--- src/rtl/multicycle_control_fsm.sv ---
// multicycle_control_fsm
//   Main control unit for a multicycle RV32I datapath. Steps each instruction
//   through fetch/decode/execute/memory/writeback, drives the datapath strobes
//   and mux selects, emits the ALUop class for the ALU control decoder, stalls
//   on mem_ready and counts retired instructions.
//
// Ports
//   clk, rst                 clock, synchronous active-high reset
//   opcode, funct3           instruction fields from the IR
//   zero                     ALU zero flag (branch resolution)
//   mem_ready                memory access completes this cycle
//   ALUop                    000 add, 001 branch, 010 load, 011 store, 100 R/I
//   pc_write, ir_write       PC / IR load enables
//   mem_read, mem_write      memory strobes
//   i_or_d                   memory address select (0=PC, 1=ALUOut)
//   alu_src_a, alu_src_b     ALU operand selects
//   mem_to_reg, pc_src       writeback / PC source selects
//   reg_write                register file write enable
//   illegal                  one-cycle pulse on unsupported opcode
//   state                    current state encoding (debug)
//   retired                  retired-instruction count, wraps
module multicycle_control_fsm #(
  parameter int unsigned CNT_W = 32
) (
  input  logic             clk,
  input  logic             rst,
  input  logic [6:0]       opcode,
  input  logic [2:0]       funct3,
  input  logic             zero,
  input  logic             mem_ready,
  output logic [2:0]       ALUop,
  output logic             pc_write,
  output logic             ir_write,
  output logic             mem_read,
  output logic             mem_write,
  output logic             i_or_d,
  output logic             alu_src_a,
  output logic [1:0]       alu_src_b,
  output logic             mem_to_reg,
  output logic             pc_src,
  output logic             reg_write,
  output logic             illegal,
  output logic [3:0]       state,
  output logic [CNT_W-1:0] retired
);

  typedef enum logic [3:0] {
    S_FETCH    = 4'd0,
    S_DECODE   = 4'd1,
    S_MEMADR   = 4'd2,
    S_MEMREAD  = 4'd3,
    S_MEMWB    = 4'd4,
    S_MEMWRITE = 4'd5,
    S_EXECUTE  = 4'd6,
    S_ALUWB    = 4'd7,
    S_BRANCH   = 4'd8,
    S_ILLEGAL  = 4'd9
  } state_e;

  localparam logic [6:0] OP_LOAD   = 7'b0000011;
  localparam logic [6:0] OP_STORE  = 7'b0100011;
  localparam logic [6:0] OP_R      = 7'b0110011;
  localparam logic [6:0] OP_I      = 7'b0010011;
  localparam logic [6:0] OP_BRANCH = 7'b1100011;

  state_e           state_q, state_d;
  logic [CNT_W-1:0] retired_q;
  logic             retire;

  always_ff @(posedge clk) begin
    if (rst) begin
      state_q   <= S_FETCH;
      retired_q <= '0;
    end else begin
      state_q <= state_d;
      if (retire) retired_q <= retired_q + CNT_W'(1);
    end
  end

  always_comb begin
    state_d    = state_q;
    retire     = 1'b0;
    ALUop      = 3'b000;
    pc_write   = 1'b0;
    ir_write   = 1'b0;
    mem_read   = 1'b0;
    mem_write  = 1'b0;
    i_or_d     = 1'b0;
    alu_src_a  = 1'b0;
    alu_src_b  = 2'b00;
    mem_to_reg = 1'b0;
    pc_src     = 1'b0;
    reg_write  = 1'b0;
    illegal    = 1'b0;

    unique case (state_q)
      S_FETCH: begin
        mem_read  = 1'b1;
        alu_src_b = 2'b01;
        ir_write  = mem_ready;
        pc_write  = mem_ready;
        state_d   = mem_ready ? S_DECODE : S_FETCH;
      end
      S_DECODE: begin
        // Precompute the branch target into ALUOut while the opcode decodes.
        alu_src_b = 2'b10;
        case (opcode)
          OP_LOAD, OP_STORE: state_d = S_MEMADR;
          OP_R, OP_I:        state_d = S_EXECUTE;
          OP_BRANCH:         state_d = S_BRANCH;
          default:           state_d = S_ILLEGAL;
        endcase
      end
      S_MEMADR: begin
        alu_src_a = 1'b1;
        alu_src_b = 2'b10;
        if (opcode == OP_STORE) begin
          ALUop   = 3'b011;
          state_d = S_MEMWRITE;
        end else begin
          ALUop   = 3'b010;
          state_d = S_MEMREAD;
        end
      end
      S_MEMREAD: begin
        mem_read = 1'b1;
        i_or_d   = 1'b1;
        state_d  = mem_ready ? S_MEMWB : S_MEMREAD;
      end
      S_MEMWB: begin
        reg_write  = 1'b1;
        mem_to_reg = 1'b1;
        state_d    = S_FETCH;
        retire     = 1'b1;
      end
      S_MEMWRITE: begin
        mem_write = 1'b1;
        i_or_d    = 1'b1;
        if (mem_ready) begin
          state_d = S_FETCH;
          retire  = 1'b1;
        end
      end
      S_EXECUTE: begin
        alu_src_a = 1'b1;
        ALUop     = 3'b100;
        alu_src_b = (opcode == OP_I) ? 2'b10 : 2'b00;
        state_d   = S_ALUWB;
      end
      S_ALUWB: begin
        reg_write = 1'b1;
        state_d   = S_FETCH;
        retire    = 1'b1;
      end
      S_BRANCH: begin
        alu_src_a = 1'b1;
        ALUop     = 3'b001;
        pc_src    = 1'b1;
        pc_write  = ((funct3 == 3'b000) && zero) || ((funct3 == 3'b001) && !zero);
        state_d   = S_FETCH;
        retire    = 1'b1;
      end
      S_ILLEGAL: begin
        illegal = 1'b1;
        state_d = S_FETCH;
      end
      default: state_d = S_FETCH;
    endcase

    // Reset overrides every strobe, even mid-access.
    if (rst) begin
      ALUop      = 3'b000;
      pc_write   = 1'b0;
      ir_write   = 1'b0;
      mem_read   = 1'b0;
      mem_write  = 1'b0;
      i_or_d     = 1'b0;
      alu_src_a  = 1'b0;
      alu_src_b  = 2'b00;
      mem_to_reg = 1'b0;
      pc_src     = 1'b0;
      reg_write  = 1'b0;
      illegal    = 1'b0;
    end
  end

  assign state   = state_q;
  assign retired = retired_q;

endmodule

--- config.mk ---
export PLATFORM = sky130hd
export DESIGN_NAME = multicycle_control_fsm
export DESIGN_NICKNAME = d
export VERILOG_FILES = /design/src/rtl/multicycle_control_fsm.sv
export SDC_FILE = /design/constraint.sdc
export NUM_CORES = 1
export LEC_CHECK = 0
export ABC_AREA = 1
export ABC_CLOCK_PERIOD_IN_PS = 2300
export BUFFER_PORTS_ARGS = -buffer_cell sky130_fd_sc_hd__buf_2
export CAP_MARGIN = 20
export CORE_ASPECT_RATIO = 0.75
export CORE_UTILIZATION = 48
export DETAILED_ROUTE_END_ITERATION = 7
export HOLD_SLACK_MARGIN = 0.12
export PLACE_DENSITY = 0.75
export SYNTH_ARGS = -nofsm -noshare
export SYNTH_HDL_FRONTEND = slang
export SYNTH_SLANG_ARGS = --single-unit
export TNS_END_PERCENT = 50
--- constraint.sdc ---
create_clock -name clk -period 2.3 [get_ports clk]
set_input_delay 0.69 -clock clk [delete_from_list [all_inputs] [get_ports clk]]
set_output_delay 0.69 -clock clk [all_outputs]
set_load 0.01 [all_outputs]
==> key figures, run 1 <==
Run status
  • Status: finished, final reports clean

Global route
  • First-pass GRT wire length: 10.2 mm
  • Overflow after GRT: 0
  • Initial antenna violation count: 0
  • Pin count of the biggest net entering global routing: 61
  • Vias in the first global route: 2278
  • Gr usage total: 23.8%

Route
  • Drt wl/cell: 11.5 um
  • Via/cell ratio: 5.01
  • Routed Antenna Nets: 0
  • Initial detailed-routing violation count: 160
  • Vias post-DR: 2647
  • Total iterations of the first detailed-routing run: 4
  • Final Routed Wirelength: 6.06 mm
  • # DRC: 0

Place
  • Post-place setup slack: -0.00497 ns
  • PortBufs: 64
  • Hpwl dp: 4.41 mm
  • Routability-driven placement congestion ratio: 0.919
  • Post-Place Cell Area: 0.00274 mm^2

CTS
  • Worst-skew pair later-pin latency: 0.29 ns
  • CTS tree: done
  • Num CTS Buffers: 5
  • Deepest clock path buffer count: 2
  • Number of hold buffers added after CTS: 0
  • Post-CTS Repair Setup Buffers: 0
  • Root buf cell: clkbuf_8
  • Clock slew at reported path FFs: 0.08 ns
  • Clk sink count: 36
  • CTS H-tree depth: 2

Timing
  • Clock period minus worst slack: 2.23 ns
  • Final worst slack: 0.0650 ns
  • Final Cycle Share: 97.2%
  • FMAX: 447 MHz
  • Final setup fails: 0
  • Pins over their slew limit: 0
  • Worst Max-Slew Pin Slew: 0.550 ns
  • Final Skew: 0.00466 ns
  • Final hold vios: 0
  • Relative slew slack: 63.3%

Finish
  • Commonest non-fill, non-tap cell in the layout: nand2_1
  • Diodes inserted: 0
  • Total Nets Final: 485
  • Commonest non-fill, non-tap cells in the layout: 102 x nand2_1, 74 x nor2_1, 64 x buf_2
  • Area Overhead vs Synth: 22.1%
  • Layout cell share with drive strength beyond 1: 22.9%
  • Fin area: 0.00288 mm^2

Run
  • Max Cap Viol: 0

Synth
  • Post-synth top area share: 30.5%
  • Post-Syn Area: 0.00236 mm^2
  • Yosys warns: 0
  • Cell taking the most area after synthesis: dfxtp_1
  • Mapped Cells: 402
  • Syn nets: 417
  • Register area share after synthesis: 30.5%
  • Syn avg cell area: 5.88 um^2
  • Top post-synthesis cells by area: dfxtp_1 31%, nand2_1 17%, nor2_1 12%
  • Number of unique standard cell types used by synthesis: 29
  • FF+latch count, synth: 36

Floorplan
  • Die X: 83.0 um
  • Placeable Area: 0.00460 mm^2
  • Initial Util: 51.4%
  • Die area: 0.00521 mm^2
  • Num ports: 65
  • Std cell rows: 21
  • Die Ht: 62.8 um

Worst setup path
  • CP Max Fanout: 4
  • CP arrival: 1.54 ns
  • Crit. End Element: output port
  • Crit path launch: opcode[3]
  • Worst reg2reg path endpoint: retired[10]$_SDFFE_PP0P_
  • RR Startpoint: state[2]$_SDFFE_PP0P_
  • Worst reg2reg path depth: 10
  • Worst EP required: 1.61 ns
  • Crit Path Class: in2out
  • Crit start category: input pin
  • Reg-to-reg slack, setup: 0.51 ns

Min path
  • Hold depth: 1
  • Hold Crit Start: retired[0]$_SDFFE_PP0P_
  • Worst Hold End: retired[0]$_SDFFE_PP0P_
  • HP Class: reg2reg

Pwr
  • Clock power frac: 41.5%
  • Static Leakage: 1.42 nW
  • Switch Pwr: 339 uW
  • Max rail drop VDD: 0.445 mV
  • Cell Pwr Density: 466 mW/mm^2
  • Switching share of power: 25.3%
  • Internal cell power: 1.00 mW
  • Power share of the combinational group: 11.0%
  • Seq pwr share: 47.5%
flip-flops by register name, indices dropped and copies added, names as in the netlist:
name     cells
retired     32
state        4
power by group through the flow:
stage,Clock (mW),Sequential (mW),Combinational [mW]
6_report,0.557,0.638,0.147
5_1_grt,0.599,0.640,0.165
4_1_cts,0.567,0.637,0.144
3_5_place_dp,0,0.651,0.143
3_3_place_gp,0,0.651,0.140
2_1_floorplan,0,0.653,0.0966
worst max path at each step:
stage                              end  slack [ns]  cells past startpoint
after global routing      alu_src_b[1]       -0.03                      8
after detailed placement  alu_src_b[1]      -0.005                      7
after global placement    alu_src_b[1]        0.04                      7
after floorplan           alu_src_b[1]        0.09                      5
final                         ALUop[0]        0.07                      6
after CTS                     pc_write        0.03                      5
per-layer routing:
layer	track usage [%]	wire, um	vias up	part of all wire, %
li1	-	-	1410	-
met1	33.4	2800	1150	46
met2	37.6	2740	82	45
met3	5.68	486	5	8.0
met4	4.09	29	0	0.48
met5	0	0	-	0
what timing repair did:
action                     in CTS  in global routing
gates cloned                    0                  0
setup endpoints to repair       1                  6
pin swaps                       0                  1
gates resized for setup         1                 12
cell families (layout without fill, tap and decap cells):
| logic type | Yosys count | count (layout) | synth area share [%] |
|---|---|---|---|
| flip-flops | 36 | 36 | 30.5 |
| XOR/XNOR | 2 | 2 | 0.742 |
| AO/OA/AOI/OAI | 28 | 28 | 6.14 |
| adder cells (fa/ha/maj) | 1 | 1 | 0.530 |
| AND/OR/NAND/NOR | 263 | 263 | 49.5 |
| buffers and inverters | 72 | 141 | 12.6 |
through the flow:
| step | power [mW] | hold WS (ns) | instances | utilization (%) | TNS, ns |
|---|---|---|---|---|---|
| 2_1_floorplan | 0.750 | 0.500 | 402 | - | 0 |
| 3_3_place_gp | 0.791 | 0.478 | 520 | 59.6 | 0 |
| 3_5_place_dp | 0.794 | 0.485 | 520 | 59.6 | -0.00497 |
| 4_1_cts | 1.35 | 0.504 | 528 | 62.1 | 0 |
| 5_1_grt | 1.40 | 0.561 | 528 | 62.7 | -0.0549 |
| 6_report | 1.34 | 0.511 | 528 | 62.7 | 0 |
synthesized netlist by cell type, drive strengths merged:
cell    number
nand3b       1
nand3       44
xor2         1
a31oi        1
nor2        86
xnor2        1
dfxtp       36
nor4         1
a21oi       20
inv         62
ha           1
buf          8
nor3b        1
o21ai        6
nor3         5
a31o         1
clkbuf       2
nand2      107
nand4       18
critical path: stages:
cell     delay [ns]
buf_2          0.12
nor3_4         0.21
buf_4          0.15
nand3_1        0.09
a21oi_1        0.14
buf_2          0.14
final cells by class:
class | count | area (um^2)
fillers | 452 | 1710
inverters | 62 | 233
clock buffers | 6 | 72.6
repair buffers | 71 | 373
clock inverters | 2 | 35.0
multi-input cells | 294 | 1380
well taps | 57 | 71.3
flip-flops and latches | 36 | 724
(Power assumes the default switching activity.)
==> run 2, diff against run 1 <==
CORE_UTILIZATION = 53   (was 48)
CTS_CLUSTER_DIAMETER = 60   (was not set)
PLACE_DENSITY = 0.82   (was 0.75)
==> run 2 against run 1 <==
Against the previous run: count of clock-buffer cells in the layout unchanged; hold slack got worse by 0.0093 ns; critical path depth unchanged; sequential cell count unchanged; clock skew increased by 0.011 ns; critical endpoint unchanged; largest power group unchanged; highest routed layer unchanged.
==> key figures, run 2 (synthesis gave the netlist of run 1 again) <==
Run status
  • Status: finished, final reports clean

Route
  • Initial detailed-routing violation count: 218 (+36%)
  • Total iterations of the first detailed-routing run: 5 (+1)
  • Vias post-DR: 2715 (+2.6%)
  • Final Routed Wirelength: 6.07 mm (+0.13%)
  • # DRC: 0 (unchanged)
  • Drt wl/cell: 11.5 um (+0.51%)
  • Routed Antenna Nets: 0 (unchanged)
  • Via/cell ratio: 5.16 (+3.0%)

Timing
  • Final setup fails: 0 (unchanged)
  • Clock period minus worst slack: 2.20 ns (-0.0383 ns)
  • RSZ-0062 raised after global routing: no
  • Worst Max-Slew Pin Slew: 0.446 ns (-0.104 ns)
  • Final Cycle Share: 95.5% (-1.7 points)
  • Final Skew: 0.0159 ns (+0.0113 ns)
  • Relative slew slack: 70.1% (+6.8 points)
  • Final hold vios: 0 (unchanged)
  • FMAX: 455 MHz (+1.7%)
  • Setup TNS: 0 ns (unchanged)
  • Pins over their slew limit: 0 (unchanged)

Worst setup path
  • Worst EP required: 1.61 ns (about the same)
  • Crit Path Class: reg2out
  • Crit start category: flop
  • Crit. End Element: output port
  • CP arrival: 1.51 ns (-0.03 ns)
  • Critical-path cell list: nor2_2 > inv_1 > nor2_1 > nand3_1 > a21oi_1 > buf_2
  • CP peak stage delay: 0.37 ns (+0.16 ns)
  • Slowest cell on crit path: dfxtp_2
  • CP Max Fanout: 6 (+2)

CTS
  • Clk sink count: 36 (unchanged)
  • Number of hold buffers added after CTS: 0 (unchanged)
  • CTS tree: done
  • Num CTS Buffers: 5 (unchanged)
  • Clock slew at reported path FFs: 0.08 ns (about the same)
  • Deepest clock path buffer count: 2 (unchanged)
  • CTS H-tree depth: 2 (unchanged)
  • Root buf cell: clkbuf_8
  • Worst-skew pair later-pin latency: 0.30 ns (about the same)

Pwr
  • Max rail drop VDD: 0.338 mV (-24%)
  • Switch Pwr: 336 uW (-0.96%)
  • Switching share of power: 25.1% (-0.21 points)
  • Static Leakage: 1.42 nW (about the same)
  • Power share of the combinational group: 10.9% (about the same)
  • Internal cell power: 1.01 mW (+0.14%)
  • Power Total: 1.34 mW (-0.14%)
  • Seq pwr share: 47.6% (about the same)
  • Clock power frac: 41.5% (about the same)
  • Cell Pwr Density: 466 mW/mm^2 (about the same)

Floorplan
  • Die Ht: 59.8 um (-4.7%)
  • Die X: 79.1 um (-4.7%)
  • Std cell rows: 20 (-4.8%)
  • Num ports: 65 (unchanged)
  • Die area: 0.00473 mm^2 (-9.2%)
  • Initial Util: 56.9% (+5.5 points)
  • Placeable Area: 0.00415 mm^2 (-9.7%)

Global route
  • Vias in the first global route: 2184 (-4.1%)
  • First-pass GRT wire length: 9.61 mm (-5.8%)
  • Gr usage total: 25.9% (+2.1 points)
  • Pin count of the biggest net entering global routing: 45 (-26%)
  • Initial antenna violation count: 0 (unchanged)
  • Overflow after GRT: 0 (unchanged)

Finish
  • Total Nets Final: 485 (unchanged)
  • Commonest non-fill, non-tap cell in the layout: nand2_1
  • Fillers: 388 (-14%)
  • Area Overhead vs Synth: 21.9%
  • Diodes inserted: 0 (unchanged)
  • Area of the multi-input gates: 0.00136 mm^2 (-1.0%)
  • Layout cell share with drive strength beyond 1: 22.5% (-0.42 points)
  • Commonest non-fill, non-tap cells in the layout: 103 x nand2_1, 74 x nor2_1, 64 x buf_2
  • Core Util, Final: 69.3% (+6.6 points)
  • Storage element area: 724 um^2 (unchanged)
  • Largest register FFs: 32 (unchanged)

Place
  • PortBufs: 64 (unchanged)
  • Routability-driven placement congestion ratio: 0.984 (+7.1%)
  • Hpwl dp: 4.43 mm (+0.38%)

Run
  • Max Cap Viol: 0 (unchanged)

Min path
  • HP Class: reg2reg
==> run 2: cell counts in the layout (fill, tap and decap cells not counted) <==
Identical to the previous run, type by type.
==> run 2: power groups by stage <==
stage | Clock [mW] | Sequential, mW | Combinational (mW)
detailed placement | 0 | 0.652 | 0.144
global route | 0.596 | 0.639 | 0.162
finish | 0.557 | 0.638 | 0.146
CTS | 0.558 | 0.637 | 0.144
floorplan | 0 | 0.653 | 0.0966
global placement | 0 | 0.652 | 0.141
==> run 2: metal layers <==
layer	share of wire (%)	wire length, um	up-vias	global-route usage [%]
met5	0	0	-	0
met4	0.71	43	0	6.49
met3	7.4	450	6	7.18
met2	46	2780	115	43.3
met1	46	2790	1189	33.3
li1	-	-	1405	-
==> run 2: final timing paths <==
check | start | end | slack (ns) | depth (start not counted)
worst max-delay path | state[3]$_SDFFE_PP0P_ | ALUop[0] | 0.10 | 6
worst min-delay path | retired[0]$_SDFFE_PP0P_ | retired[0]$_SDFFE_PP0P_ | 0.50 | 1
worst max register to register | retired[0]$_SDFFE_PP0P_ | retired[28]$_SDFFE_PP0P_ | 0.66 | 9
worst min register to register | retired[0]$_SDFFE_PP0P_ | retired[0]$_SDFFE_PP0P_ | 0.50 | 1
==> run 2: through the flow <==
step	area, um^2	setup WS, ns	std cells	hold slack, ns
2_1_floorplan	2360	0.0900	402	0.500
3_3_place_gp	2750	0.0415	518	0.476
3_5_place_dp	2750	0.0335	518	0.482
4_1_cts	2860	0.0230	526	0.500
5_1_grt	2880	0.00957	526	0.560
6_report	2880	0.103	526	0.501
==> run 2: area by class of cell <==
| type | instances | share of cell area [%] |
|---|---|---|
| timing repair buffer | 71 | 13.4 |
| sequential | 36 | 25.2 |
| multi-input combinational | 294 | 47.3 |
| inverter | 62 | 8.08 |
| clock inverter | 2 | 1.22 |
| tap | 55 | 2.39 |
| clock buffer | 6 | 2.52 |
==> run 2: timing repair <==
action | in CTS | in global routing
buffers inserted | 0 | 0
resized for setup | 0 | 9
setup endpoints to repair | 0 | 6
==> run 2: worst max-delay path: cells and delay by family, from the launching register on <==
family          cells  cell delay [ns]
compound gates      1             0.14
flops               1             0.37
buf+inv             2             0.24
simple gates        3             0.47
